$ cat src/rtl/spi_frame_rx_pkg.sv
// Shared types and default parameters for the SPI frame receiver.
// The state enum is also exported on the debug port of the top.
package spi_rx_pkg;

   localparam int DATA_W_DEF      = 16;
   localparam int SYNC_STAGES_DEF = 2;
   localparam int CNT_W_DEF       = 8;

   typedef enum logic [1:0] {
      WAIT_IDLE = 2'd0,
      IDLE      = 2'd1,
      SHIFT     = 2'd2
   } state_e;

endpackage

$ cat src/rtl/spi_frame_rx_sync_edge.sv
// Multi-flop synchronizer plus one history flop.
// Provides the synchronized level and single-cycle rise/fall flags.
module sync_edge #(
   parameter int   STAGES  = 2,
   parameter logic RST_VAL = 1'b0
) (
   input  logic clk,
   input  logic rst_n,
   input  logic d,
   output logic level,
   output logic rise,
   output logic fall
);

   logic [STAGES-1:0] chain;
   logic              hist;

   always_ff @(posedge clk) begin
      if (!rst_n) begin
         chain <= {STAGES{RST_VAL}};
         hist  <= RST_VAL;
      end else begin
         chain <= {chain[STAGES-2:0], d};
         hist  <= chain[STAGES-1];
      end
   end

   assign level = chain[STAGES-1];
   assign rise  = level & ~hist;
   assign fall  = ~level & hist;

endmodule

$ cat src/rtl/spi_frame_rx.sv
// SPI mode-0 slave receiver running on the system clock: oversamples Cs_n/Sclk/MOSI,
// assembles MSB-first words and reports per-frame word count and partial-word errors.
module spi_frame_rx
   import spi_rx_pkg::*;
#(
   parameter int DATA_W      = DATA_W_DEF,
   parameter int SYNC_STAGES = SYNC_STAGES_DEF,
   parameter int CNT_W       = CNT_W_DEF
) (
   input  logic              Clk,
   input  logic              Rst_n,
   input  logic              Cs_n,
   input  logic              Sclk,
   input  logic              MOSI,
   output logic [DATA_W-1:0] data_out,
   output logic              data_valid,
   output logic              frame_done,
   output logic [CNT_W-1:0]  frame_words,
   output logic              frame_err,
   output state_e            dbg_state
);

   localparam int BIT_W    = (DATA_W > 2) ? $clog2(DATA_W) : 1;
   localparam int SETTLE   = SYNC_STAGES + 1;
   localparam int SETTLE_W = $clog2(SETTLE + 1);

   // Outputs: data_valid is a one-cycle strobe with data_out valid in that cycle and
   // held afterwards; there is no back-pressure, the consumer must take it then.
   // frame_done likewise qualifies frame_words and frame_err in its cycle.

   logic cs_level, cs_rise, cs_fall;
   logic sclk_level, sclk_rise, sclk_fall;
   logic mosi_s, mosi_rise, mosi_fall;

   sync_edge #(.STAGES(SYNC_STAGES), .RST_VAL(1'b1)) u_sync_cs (
      .clk   (Clk),
      .rst_n (Rst_n),
      .d     (Cs_n),
      .level (cs_level),
      .rise  (cs_rise),
      .fall  (cs_fall)
   );

   sync_edge #(.STAGES(SYNC_STAGES), .RST_VAL(1'b0)) u_sync_sclk (
      .clk   (Clk),
      .rst_n (Rst_n),
      .d     (Sclk),
      .level (sclk_level),
      .rise  (sclk_rise),
      .fall  (sclk_fall)
   );

   sync_edge #(.STAGES(SYNC_STAGES), .RST_VAL(1'b0)) u_sync_mosi (
      .clk   (Clk),
      .rst_n (Rst_n),
      .d     (MOSI),
      .level (mosi_s),
      .rise  (mosi_rise),
      .fall  (mosi_fall)
   );

   logic unused_ok;
   assign unused_ok = &{1'b0, sclk_level, sclk_fall, mosi_rise, mosi_fall};

   state_e              state;
   logic [DATA_W-1:0]   shreg;
   logic [BIT_W-1:0]    bit_cnt;
   logic [CNT_W-1:0]    word_cnt;
   logic [SETTLE_W-1:0] settle_cnt;

   logic                last_bit;
   logic [BIT_W-1:0]    bit_cnt_nxt;
   logic [CNT_W-1:0]    word_cnt_nxt;
   logic [DATA_W-1:0]   shreg_nxt;
   logic                settled;

   always_comb begin
      last_bit     = 1'b0;
      bit_cnt_nxt  = bit_cnt;
      word_cnt_nxt = word_cnt;
      shreg_nxt    = {shreg[DATA_W-2:0], mosi_s};
      if (sclk_rise) begin
         if (bit_cnt == BIT_W'(DATA_W - 1)) begin
            last_bit    = 1'b1;
            bit_cnt_nxt = '0;
            if (word_cnt != {CNT_W{1'b1}})
               word_cnt_nxt = word_cnt + 1'b1;
         end else begin
            bit_cnt_nxt = bit_cnt + 1'b1;
         end
      end
   end

   // The Cs_n synchronizer resets to 1, so its level only reflects the pin once the
   // reset value has been flushed; without this wait a reset during a frame would
   // see a false Cs_n fall and join the frame mid-stream.
   assign settled = (settle_cnt == SETTLE_W'(SETTLE));

   always_ff @(posedge Clk) begin
      if (!Rst_n) begin
         state       <= WAIT_IDLE;
         shreg       <= '0;
         bit_cnt     <= '0;
         word_cnt    <= '0;
         settle_cnt  <= '0;
         data_out    <= '0;
         data_valid  <= 1'b0;
         frame_done  <= 1'b0;
         frame_err   <= 1'b0;
         frame_words <= '0;
      end else begin
         data_valid <= 1'b0;
         frame_done <= 1'b0;
         frame_err  <= 1'b0;
         case (state)
            WAIT_IDLE: begin
               if (!settled)
                  settle_cnt <= settle_cnt + 1'b1;
               else if (cs_level)
                  state <= IDLE;
            end
            IDLE: begin
               if (cs_fall) begin
                  bit_cnt  <= '0;
                  word_cnt <= '0;
                  state    <= SHIFT;
               end
            end
            SHIFT: begin
               if (sclk_rise) begin
                  shreg    <= shreg_nxt;
                  bit_cnt  <= bit_cnt_nxt;
                  word_cnt <= word_cnt_nxt;
               end
               if (last_bit) begin
                  data_out   <= shreg_nxt;
                  data_valid <= 1'b1;
               end
               // A word finishing in the same cycle as Cs_n rising is counted first.
               if (cs_rise) begin
                  frame_words <= word_cnt_nxt;
                  frame_done  <= 1'b1;
                  frame_err   <= (bit_cnt_nxt != '0);
                  state       <= IDLE;
               end
            end
            default: state <= WAIT_IDLE;
         endcase
      end
   end

   assign dbg_state = state;

endmodule
$ cat config.mk
export PLATFORM = sky130hd
export DESIGN_NAME = spi_frame_rx
export DESIGN_NICKNAME = d
export VERILOG_FILES = /design/src/rtl/spi_frame_rx_pkg.sv /design/src/rtl/spi_frame_rx_sync_edge.sv /design/src/rtl/spi_frame_rx.sv
export SDC_FILE = /design/constraint.sdc
export NUM_CORES = 1
export LEC_CHECK = 0
export BUFFER_PORTS_ARGS = -buffer_cell sky130_fd_sc_hd__buf_2
export CAP_MARGIN = 20
export CORE_UTILIZATION = 45
export CTS_CLUSTER_SIZE = 40
export DETAILED_ROUTE_END_ITERATION = 10
export PLACE_DENSITY = 0.67
export SETUP_SLACK_MARGIN = 0.4
export SYNTH_ARGS = -nofsm -noshare
export SYNTH_HDL_FRONTEND = slang
export SYNTH_SLANG_ARGS = --single-unit
export TNS_END_PERCENT = 10
$ cat constraint.sdc
create_clock -name Clk -period 1.9 [get_ports Clk]
set_input_delay 0.38 -clock Clk [delete_from_list [all_inputs] [get_ports Clk]]
set_output_delay 0.38 -clock Clk [all_outputs]
set_load 0.05 [all_outputs]
==> results of run 1 <==
-- power groups by stage --
stage | clock network [W] | registers (W) | logic [W]
after detailed placement | 0 | 0.00146 | 0.000140
after global routing | 0.00136 | 0.00143 | 0.000168
final | 0.00126 | 0.00143 | 0.000150
after CTS | 0.00128 | 0.00143 | 0.000142
after floorplan | 0 | 0.00147 | 0.0000925
after global placement | 0 | 0.00146 | 0.000136
-- metrics by stage --
step	std cells	util, %	cell area (um^2)	setup TNS [ns]	power, W
after floorplan	279	-	2710	0	0.00157
after global placement	377	52.8	2960	-0.533	0.00160
after detailed placement	377	52.8	2960	-1.02	0.00160
after CTS	393	57.1	3200	0	0.00286
after global routing	409	61.1	3420	0	0.00297
final	409	61.1	3420	0	0.00284
-- area by class of cell --
| type | instances | area (um^2) |
|---|---|---|
| Inverter | 9 | 33.8 |
| Multi-Input combinational cell | 188 | 1340 |
| Sequential cell | 66 | 1350 |
| Tap cell | 72 | 90.1 |
| Timing Repair Buffer | 58 | 394 |
| Fill cell | 482 | 2180 |
| Clock inverter | 6 | 71.3 |
| Clock buffer | 10 | 149 |
-- kinds of logic after synthesis --
logic type	after synthesis	share of synthesized area [%]
flip-flops	66	49.6
multiplexers	1	0.376
AND/OR/NAND/NOR	93	19.0
buffers and inverters	26	4.98
XOR/XNOR	3	0.987
adder cells (fa/ha/maj)	3	1.41
AO/OA/AOI/OAI	87	23.7
-- layout by cell type (no fill, tap or decap), types with 3 or more instances in the layout --
cell,n
nor2_1,5
buf_2,33
dfxtp_1,57
a22o_1,15
nor3_1,4
buf_12,3
inv_1,9
nand3_1,7
clkbuf_8,9
nand2_1,37
nor2b_1,4
a21oi_1,5
or3_1,3
o21ai_0,17
a31oi_1,11
a21boi_0,17
buf_4,21
nand2b_1,4
and2_1,8
dfxtp_4,7
-- Yosys cell counts, drive strengths merged (2+ instances only) --
cell type | instances | share of area [%]
dfxtp | 66 | 50
nand2 | 37 | 5.2
a21boi | 18 | 5.1
o21ai | 18 | 3.4
a22o | 15 | 4.9
a31oi | 12 | 2.8
buf | 9 | 2.6
inv | 9 | 1.3
and2 | 8 | 1.9
clkbuf | 8 | 1.1
nand3 | 8 | 1.5
nor2 | 6 | 0.85
a21oi | 5 | 0.94
nand2b | 4 | 0.94
nor2b | 4 | 0.94
nor3 | 4 | 0.75
and3 | 3 | 0.89
ha | 3 | 1.4
nand4 | 3 | 0.94
o211ai | 3 | 1.4
or3 | 3 | 0.70
a31o | 2 | 0.66
nand3b | 2 | 0.56
nor4bb | 2 | 0.75
o21a | 2 | 0.56
o32ai | 2 | 0.66
xnor2 | 2 | 0.66
-- worst reg2reg max path, delay by kind of cell (launching register included) --
| family | cells | cell delay (ns) |
|---|---|---|
| compound gates | 1 | 0.09 |
| flops | 1 | 0.37 |
| simple gates | 3 | 1.01 |
-- final timing paths --
check                                                    from                            end  slack [ns]  depth (start not counted)
worst max register to register      dbg_state[0]$_SDFFE_PN0P_       word_cnt[5]$_SDFFE_PN0P_        0.35                          4
worst max-delay path                dbg_state[0]$_SDFFE_PN0P_       word_cnt[5]$_SDFFE_PN0P_        0.35                          4
worst min-delay path                                     Cs_n  u_sync_cs.chain[0]$_SDFF_PN1_        0.21                          2
worst min register to register  u_sync_cs.chain[0]$_SDFF_PN1_  u_sync_cs.chain[1]$_SDFF_PN1_        0.41                          1
-- layer usage --
layer  part of all wire [%]  track usage (%)  vias up
li1                       -                -     1119
met1                     47             24.0     1039
met2                     46             27.7       59
met3                    5.5             6.67        9
met4                    1.4             10.2        0
met5                      0                0        -
-- timing repair --
item,4_1_cts,5_1_grt
pin swaps,0,8
endpoints found under the hold margin,0,0
gates resized for setup,3,20
gates cloned,0,1
setup buffers,0,15
setup endpoints to repair,31,25
-- registers in the layout, summed over array words and instances (netlist names) --
register           count
dbg_state              2
u_sync_cs.chain        2
shreg                 15
u_sync_cs.hist         1
u_sync_sclk.chain      2
u_sync_sclk.hist       1
frame_done             1
bit_cnt                4
u_sync_mosi.chain      2
settle_cnt             2
word_cnt               8
frame_words            8
data_out              16
frame_err              1
data_valid             1
==> flow_summary.json, run 1 <==
{
  "grt_pass1_wl_mm": 8.91,
  "core_um2": 5610,
  "cp_slowest_cell": "or4_4",
  "clock_path_buffers": 2,
  "cellLeakagePower_nw": 1.34,
  "via_count": 2226,
  "area_growth_pct": 28.6,
  "num_antenna_cells": 0,
  "drive_gt1_share_pct": 30.9,
  "ys_ff_latch": 66,
  "status": "finished clean",
  "ys_types": 54,
  "port-buffer-count": 33,
  "antenna_found_initial": 0,
  "grt-ovfl-total": 0,
  "path_buf_inv": 0,
  "first_pass_iters": 4,
  "cts_tree": "done",
  "max_freq_mhz": 647,
  "start_util_pct": 47.5,
  "ys_seq_area_share_pct": 49.6,
  "peakVddDrop_mv": 0.475,
  "syn_inst": 279,
  "p_per_area_nw_per_um2": 829,
  "synth_nets": 287,
  "clock_power_share_pct": 44.4,
  "syn_avg_cell_area_um2": 9.55,
  "crit_chain": "and4bb_4 > nand2_1 > or4_4 > o211ai_1",
  "ant_nets": 0,
  "cell_internal_pwr_w": 0.00217,
  "grt_pass1_vias": 1912,
  "max_cap_viol_count": 0,
  "gp_congestion": 0.801,
  "criticalPathCategory": "flop to flop",
  "cts-root-buf": "clkbuf_8",
  "crit_fanout": 8,
  "hold_viol_final": 0,
  "seq_power_share_pct": 50.3,
  "postCtsHoldBufs": 0,
  "swShare_pct": 23.5,
  "grt_usage_pct": 18.8,
  "worst_pin_slew_ns": 0.344,
  "cts.clk_slew.worst_paths_ns": 0.07,
  "slew_headroom_pct": 76.9,
  "cpPeakStageDelay_ns": 0.53,
  "vias_per_cell": 5.44,
  "pwr-share-comb_pct": 5.3,
  "yosysWarningCount": 0,
  "synth_area_um2": 2660,
  "htreeDepth": 3,
  "nets": 340,
  "timing.final.ws_setup_ns": 0.355,
  "rsz0062_at_grt": "yes",
  "grt_max_degree": 24,
  "async_flop_share_pct": 0,
  "die_w_um": 78.9,
  "synth-main-ff-cell": "dfxtp_1",
  "dieHeight_um": 78.9,
  "period_share_pct": 81.3,
  "worstPathArrival_ns": 1.81,
  "hold_class": "primary input to flop",
  "hpwlAfterDp_mm": 3.60,
  "critPathCaptureType": "flop",
  "netSwitchingPower_w": 0.000667,
  "cp.required_ns": 2.17,
  "drt-initial-drc-count": 181,
  "worstSetupStartpointType": "flop",
  "numClockSinks": 66,
  "routed_wl_mm": 5.66,
  "ios": 34,
  "period_minus_slack_ns": 1.55,
  "core.rowCount": 27,
  "timing.hold.ws_ns": 0.208,
  "dp_slack_ns": -0.0739,
  "drv_slew": 0,
  "setup_viol": 0,
  "clk_latency_ns": 0.35,
  "drcViolationCount": 0,
  "fin_worst_skew_ns": 0.00602,
  "cts_buffers": 9,
  "wl_per_cell_um": 13.8,
  "critPathTopFamily": "simple AND/OR/NAND/NOR gates",
  "die_area_um2": 6230,
  "synth_edf_count": 0
}
(Power assumes the default switching activity.)
==> inputs of run 2 (changes only) <==
--- a/config.mk
+++ b/config.mk
@@ -10,7 +10,6 @@
 export CORE_UTILIZATION = 45
 export CTS_CLUSTER_SIZE = 40
 export DETAILED_ROUTE_END_ITERATION = 10
-export PLACE_DENSITY = 0.67
 export SETUP_SLACK_MARGIN = 0.4
 export SYNTH_ARGS = -nofsm -noshare
 export SYNTH_HDL_FRONTEND = slang
==> constraint.sdc (replaced) <==
create_clock -name Clk -period 1.5 [get_ports Clk]
set_input_delay 0.3 -clock Clk [delete_from_list [all_inputs] [get_ports Clk]]
set_output_delay 0.3 -clock Clk [all_outputs]
set_load 0.05 [all_outputs]
==> flow_summary.json, run 2 (synthesis results as in run 1) <==
{
  "numClockSinks": 66,
  "start_util_pct": 47.5,
  "tns_ns": 0,
  "slew_headroom_pct": 77.6,
  "crit_fanout": 7,
  "period_minus_slack_ns": 1.48,
  "cellLeakagePower_nw": 1.45,
  "hpwlAfterDp_mm": 3.97,
  "drive_gt1_share_pct": 36.6,
  "dpl-instance-area_um2": 3160,
  "cpPeakStageDelay_ns": 0.36,
  "routed_wl_mm": 5.98,
  "fin_worst_skew_ns": 0.00859,
  "die_w_um": 78.9,
  "ios": 34,
  "dieHeight_um": 78.9,
  "worst_pin_slew_ns": 0.334,
  "antenna_found_initial": 0,
  "wl_per_cell_um": 13.8,
  "area_growth_pct": 34.3,
  "cp_common_cell": "and3_4",
  "core.rowCount": 27,
  "drcViolationCount": 0,
  "largest_reg_flops": 16,
  "cp.required_ns": 1.75,
  "grt_pass1_wl_mm": 9.96,
  "drt-initial-drc-count": 59,
  "clock_path_buffers": 2,
  "first_pass_iters": 4,
  "dp.cells": 403,
  "rsz0062_at_grt": "yes",
  "cts_tree": "done",
  "grt_max_degree": 17,
  "max_freq_mhz": 676,
  "timing.hold.ws_ns": 0.126,
  "ant_nets": 0,
  "final_common_cell": "dfxtp_1",
  "top_regs": "data_out x16, shreg x15",
  "grt-ovfl-total": 0,
  "grt_usage_pct": 20.8,
  "vias_per_cell": 5.36,
  "via_count": 2320,
  "timing.final.ws_setup_ns": 0.0214,
  "crit_chain": "ha_4 > and3_4 > and3_4 > a211o_1 > o221a_1",
  "cts-root-buf": "clkbuf_8",
  "stdcell_area_um2": 3580,
  "port-buffer-count": 33,
  "drv_slew": 0,
  "clk_latency_ns": 0.35,
  "critPathTopFamily": "compound AO/OA/AOI/OAI gates",
  "critPathCaptureType": "flop",
  "num_antenna_cells": 0,
  "p_per_area_nw_per_um2": 994,
  "worstSetupStartpointType": "flop",
  "final_cells": 433,
  "worstPathArrival_ns": 1.72,
  "final_cell_mix": "56 x dfxtp_1, 42 x buf_4, 35 x nand2_1",
  "core_um2": 5610,
  "setup_viol": 0,
  "max_cap_viol_count": 0,
  "grt_pass1_vias": 2147,
  "nets": 364,
  "hold_viol_final": 0,
  "period_share_pct": 98.6,
  "path_buf_inv": 0,
  "largest-register": "data_out",
  "dp_slack_ns": 0.00774,
  "cts.clk_slew.worst_paths_ns": 0.08,
  "cp_slowest_cell": "dfxtp_4",
  "status": "finished clean",
  "die_area_um2": 6230,
  "gp_congestion": 0.805,
  "hold_class": "primary input to flop",
  "htreeDepth": 3,
  "peakVddDrop_mv": 0.558,
  "criticalPathCategory": "flop to flop",
  "cts_buffers": 9
}
==> run 2: report_power, final <==
part | total (W) | leakage [nW] | switching [W] | internal (W)
clock | 0.00154 | 0.102 | 0.000756 | 0.000782
combinational | 0.000211 | 0.814 | 0.000108 | 0.000103
sequential | 0.00181 | 0.538 | 0.0000225 | 0.00179
==> run 2: final cells by class <==
| cell class | count | area [um^2] |
|---|---|---|
| fill | 491 | 2030 |
| clock buffer | 9 | 124 |
| timing repair buffer | 82 | 572 |
| inverter | 9 | 33.8 |
| clock inverter | 7 | 77.6 |
| sequential | 66 | 1340 |
| tap | 72 | 90.1 |
| multi-input combinational | 188 | 1340 |
==> run 2: worst reg2reg max path, delay by kind of cell, from the launching register on <==
family,cells,cell delay [ns]
and+or+nand+nor,2,0.38
adders and majority gates,1,0.16
DFF,1,0.36
AOI/OAI and AO/OA,2,0.47
==> run 2: path summary, 6_finish.rpt <==
check,cells after the start,to,from,slack [ns]
max,5,word_cnt[7]$_SDFFE_PN0P_,bit_cnt[0]$_SDFFE_PN0P_,0.02
min,2,u_sync_cs.chain[0]$_SDFF_PN1_,Cs_n,0.13
max reg2reg,5,word_cnt[7]$_SDFFE_PN0P_,bit_cnt[0]$_SDFFE_PN0P_,0.02
min reg2reg,1,u_sync_cs.chain[1]$_SDFF_PN1_,u_sync_cs.chain[0]$_SDFF_PN1_,0.42
==> run 2: through the flow <==
stage	power [W]	utilization, %
finish	0.00356	63.8
global route	0.00369	63.8
CTS	0.00359	62.2
detailed placement	0.00205	56.4
global placement	0.00205	56.4
floorplan	0.00199	-
==> run 2: repair_timing <==
item / CTS / global route
hold buffers: 0 / 0
buffers inserted: 9 / 3
resized for setup: 8 / 21
cloned: 2 / 0
endpoints found under the setup margin: 86 / 86
pin swaps: 7 / 8
hold endpoints to repair: 0 / 0
==> run 2: routing by layer <==
layer	GRT usage (%)	part of all wire (%)
met5	0	0
met4	10.2	2.4
met3	5.40	4.4
met2	34.2	46
met1	25.2	47
==> inputs of run 3 (changes only) <==
--- a/config.mk
+++ b/config.mk
@@ -7,6 +7,7 @@
 export LEC_CHECK = 0
 export BUFFER_PORTS_ARGS = -buffer_cell sky130_fd_sc_hd__buf_2
 export CAP_MARGIN = 20
+export CORE_ASPECT_RATIO = 1.4
 export CORE_UTILIZATION = 45
 export CTS_CLUSTER_SIZE = 40
 export DETAILED_ROUTE_END_ITERATION = 10
==> constraint.sdc (replaced) <==
create_clock -name Clk -period 1.5 [get_ports Clk]
set_input_delay 0.3 -clock Clk [delete_from_list [all_inputs] [get_ports Clk]]
set_output_delay 0.3 -clock Clk [all_outputs]
set_load 0.1 [all_outputs]
==> flow_summary.json, run 3 (synthesis results as in run 1) <==
{
  "numClockSinks": 66,
  "grt-ovfl-total": 0,
  "die_w_um": 67.0,
  "grt_pass1_vias": 2134,
  "core_um2": 5610,
  "fin_worst_skew_ns": 0.00712,
  "dieHeight_um": 93.0,
  "p_per_area_nw_per_um2": 879,
  "final_common_cell": "dfxtp_1",
  "max_cap_viol_count": 0,
  "timing.final.ws_setup_ns": -0.0191,
  "antenna_found_initial": 0,
  "core.rowCount": 32,
  "area_growth_pct": 49.0,
  "worstPathArrival_ns": 1.78,
  "r2r_start": "word_cnt[2]$_SDFFE_PN0P_",
  "via_count": 2304,
  "grt_max_degree": 19,
  "drcViolationCount": 0,
  "cpPeakStageDelay_ns": 0.51,
  "drv_slew": 0,
  "worstSetupStartpointType": "flop",
  "grt_pass1_wl_mm": 9.52,
  "largest_reg_flops": 16,
  "crit_chain": "and3_1 > nand3_1 > or4_4 > o211ai_1",
  "cts.clk_slew.worst_paths_ns": 0.07,
  "cts_buffers": 9,
  "criticalPathCategory": "flop to flop",
  "final_cell_mix": "43 x dfxtp_1, 40 x buf_4, 36 x nand2_1",
  "routed_wl_mm": 6.13,
  "period_minus_slack_ns": 1.52,
  "die_area_um2": 6240,
  "gp_congestion": 0.817,
  "final_cells": 422,
  "cp_slowest_cell": "or4_4",
  "cts_tree": "done",
  "slew_headroom_pct": 77.8,
  "rsz0062_at_grt": "yes",
  "crit_fanout": 5,
  "clk_latency_ns": 0.34,
  "min_to": "u_sync_cs.chain[0]$_SDFF_PN1_",
  "period_share_pct": 101,
  "drive_gt1_share_pct": 39.3,
  "cellLeakagePower_nw": 1.51,
  "drt-initial-drc-count": 85,
  "critPathCaptureType": "flop",
  "path_buf_inv": 0,
  "port-buffer-count": 33,
  "dp_slack_ns": -0.00798,
  "largest-register": "data_out",
  "worst_pin_slew_ns": 0.331,
  "wl_per_cell_um": 14.5,
  "ios": 34,
  "htreeDepth": 3,
  "cp.required_ns": 1.76,
  "clock_path_buffers": 2,
  "r2r_cells": 4,
  "max_freq_mhz": 658,
  "hold_viol_final": 0,
  "reg2reg_to": "word_cnt[5]$_SDFFE_PN0P_",
  "num_antenna_cells": 0,
  "hold_start": "Cs_n",
  "first_pass_iters": 4,
  "start_util_pct": 47.5,
  "violations": "setup timing",
  "top_regs": "data_out x16, shreg x15",
  "cts-root-buf": "clkbuf_8",
  "worstHoldPathCells": 2,
  "status": "finished, violations left",
  "nets": 357,
  "dp.cells": 399,
  "setup_viol": 2,
  "grt_usage_pct": 20.3,
  "vias_per_cell": 5.46,
  "peakVddDrop_mv": 0.665,
  "critPathTopFamily": "simple AND/OR/NAND/NOR gates",
  "hold_class": "primary input to flop",
  "hpwlAfterDp_mm": 4.00,
  "ant_nets": 0,
  "r2r_slack_ns": -0.02
}
==> run 3: worst max-delay path by stage <==
stage,from,to,slack [ns],cells after the start
3_3_place_gp,bit_cnt[1]$_SDFFE_PN0P_,frame_words[4]$_SDFFE_PN0P_,0.02,5
4_1_cts,bit_cnt[1]$_SDFFE_PN0P_,word_cnt[7]$_SDFFE_PN0P_,0.006,5
2_1_floorplan,dbg_state[0]$_SDFFE_PN0P_,word_cnt[7]$_SDFFE_PN0P_,-0.19,5
6_report,word_cnt[2]$_SDFFE_PN0P_,word_cnt[5]$_SDFFE_PN0P_,-0.02,4
3_5_place_dp,word_cnt[1]$_SDFFE_PN0P_,frame_words[3]$_SDFFE_PN0P_,-0.008,6
5_1_grt,dbg_state[0]$_SDFFE_PN0P_,word_cnt[5]$_SDFFE_PN0P_,-0.08,4
==> run 3: metal layers <==
layer,GRT usage (%),up-vias,share of wire [%]
li1,-,1150,-
met1,21.9,1105,42
met2,36.1,42,54
met3,3.66,7,2.6
met4,11.2,0,1.5
met5,0,-,0
==> run 3: power by group <==
| part | internal [W] | total, W | switching (W) |
|---|---|---|---|
| Clock | 0.000711 | 0.00144 | 0.000728 |
| Combinational | 0.000113 | 0.000236 | 0.000123 |
| Sequential | 0.00179 | 0.00181 | 0.0000250 |
==> run 3: repair_timing <==
action                     in CTS  in global routing
hold endpoints to repair        0                  0
cloned                          1                  0
pin swaps                      10                 16
setup buffers                   3                  3
gates resized for setup        11                172
setup endpoints to repair      86                 86
hold buffers                    0                  0
==> run 3: per-stage QoR <==
| stage | util (%) | TNS, ns | hold WS [ns] | instance area [um^2] | power [W] |
|---|---|---|---|---|---|
| detailed placement | 56.2 | -0.0211 | 0.406 | 3150 | 0.00208 |
| global route | 70.8 | -0.426 | 0.134 | 3970 | 0.00364 |
| floorplan | - | -1.37 | 0.386 | 2690 | 0.00201 |
| CTS | 61.3 | 0 | 0.120 | 3430 | 0.00352 |
| finish | 70.8 | -0.0280 | 0.136 | 3970 | 0.00349 |
| global placement | 56.2 | 0 | 0.390 | 3150 | 0.00208 |
==> run 3: layout make-up <==
class	count	area [um^2]
clock inverters	6	46.3
repair buffers	75	932
flip-flops and latches	66	1360
well taps	68	85.1
fillers	445	1640
multi-input cells	188	1370
inverters	9	33.8
clock buffers	10	149
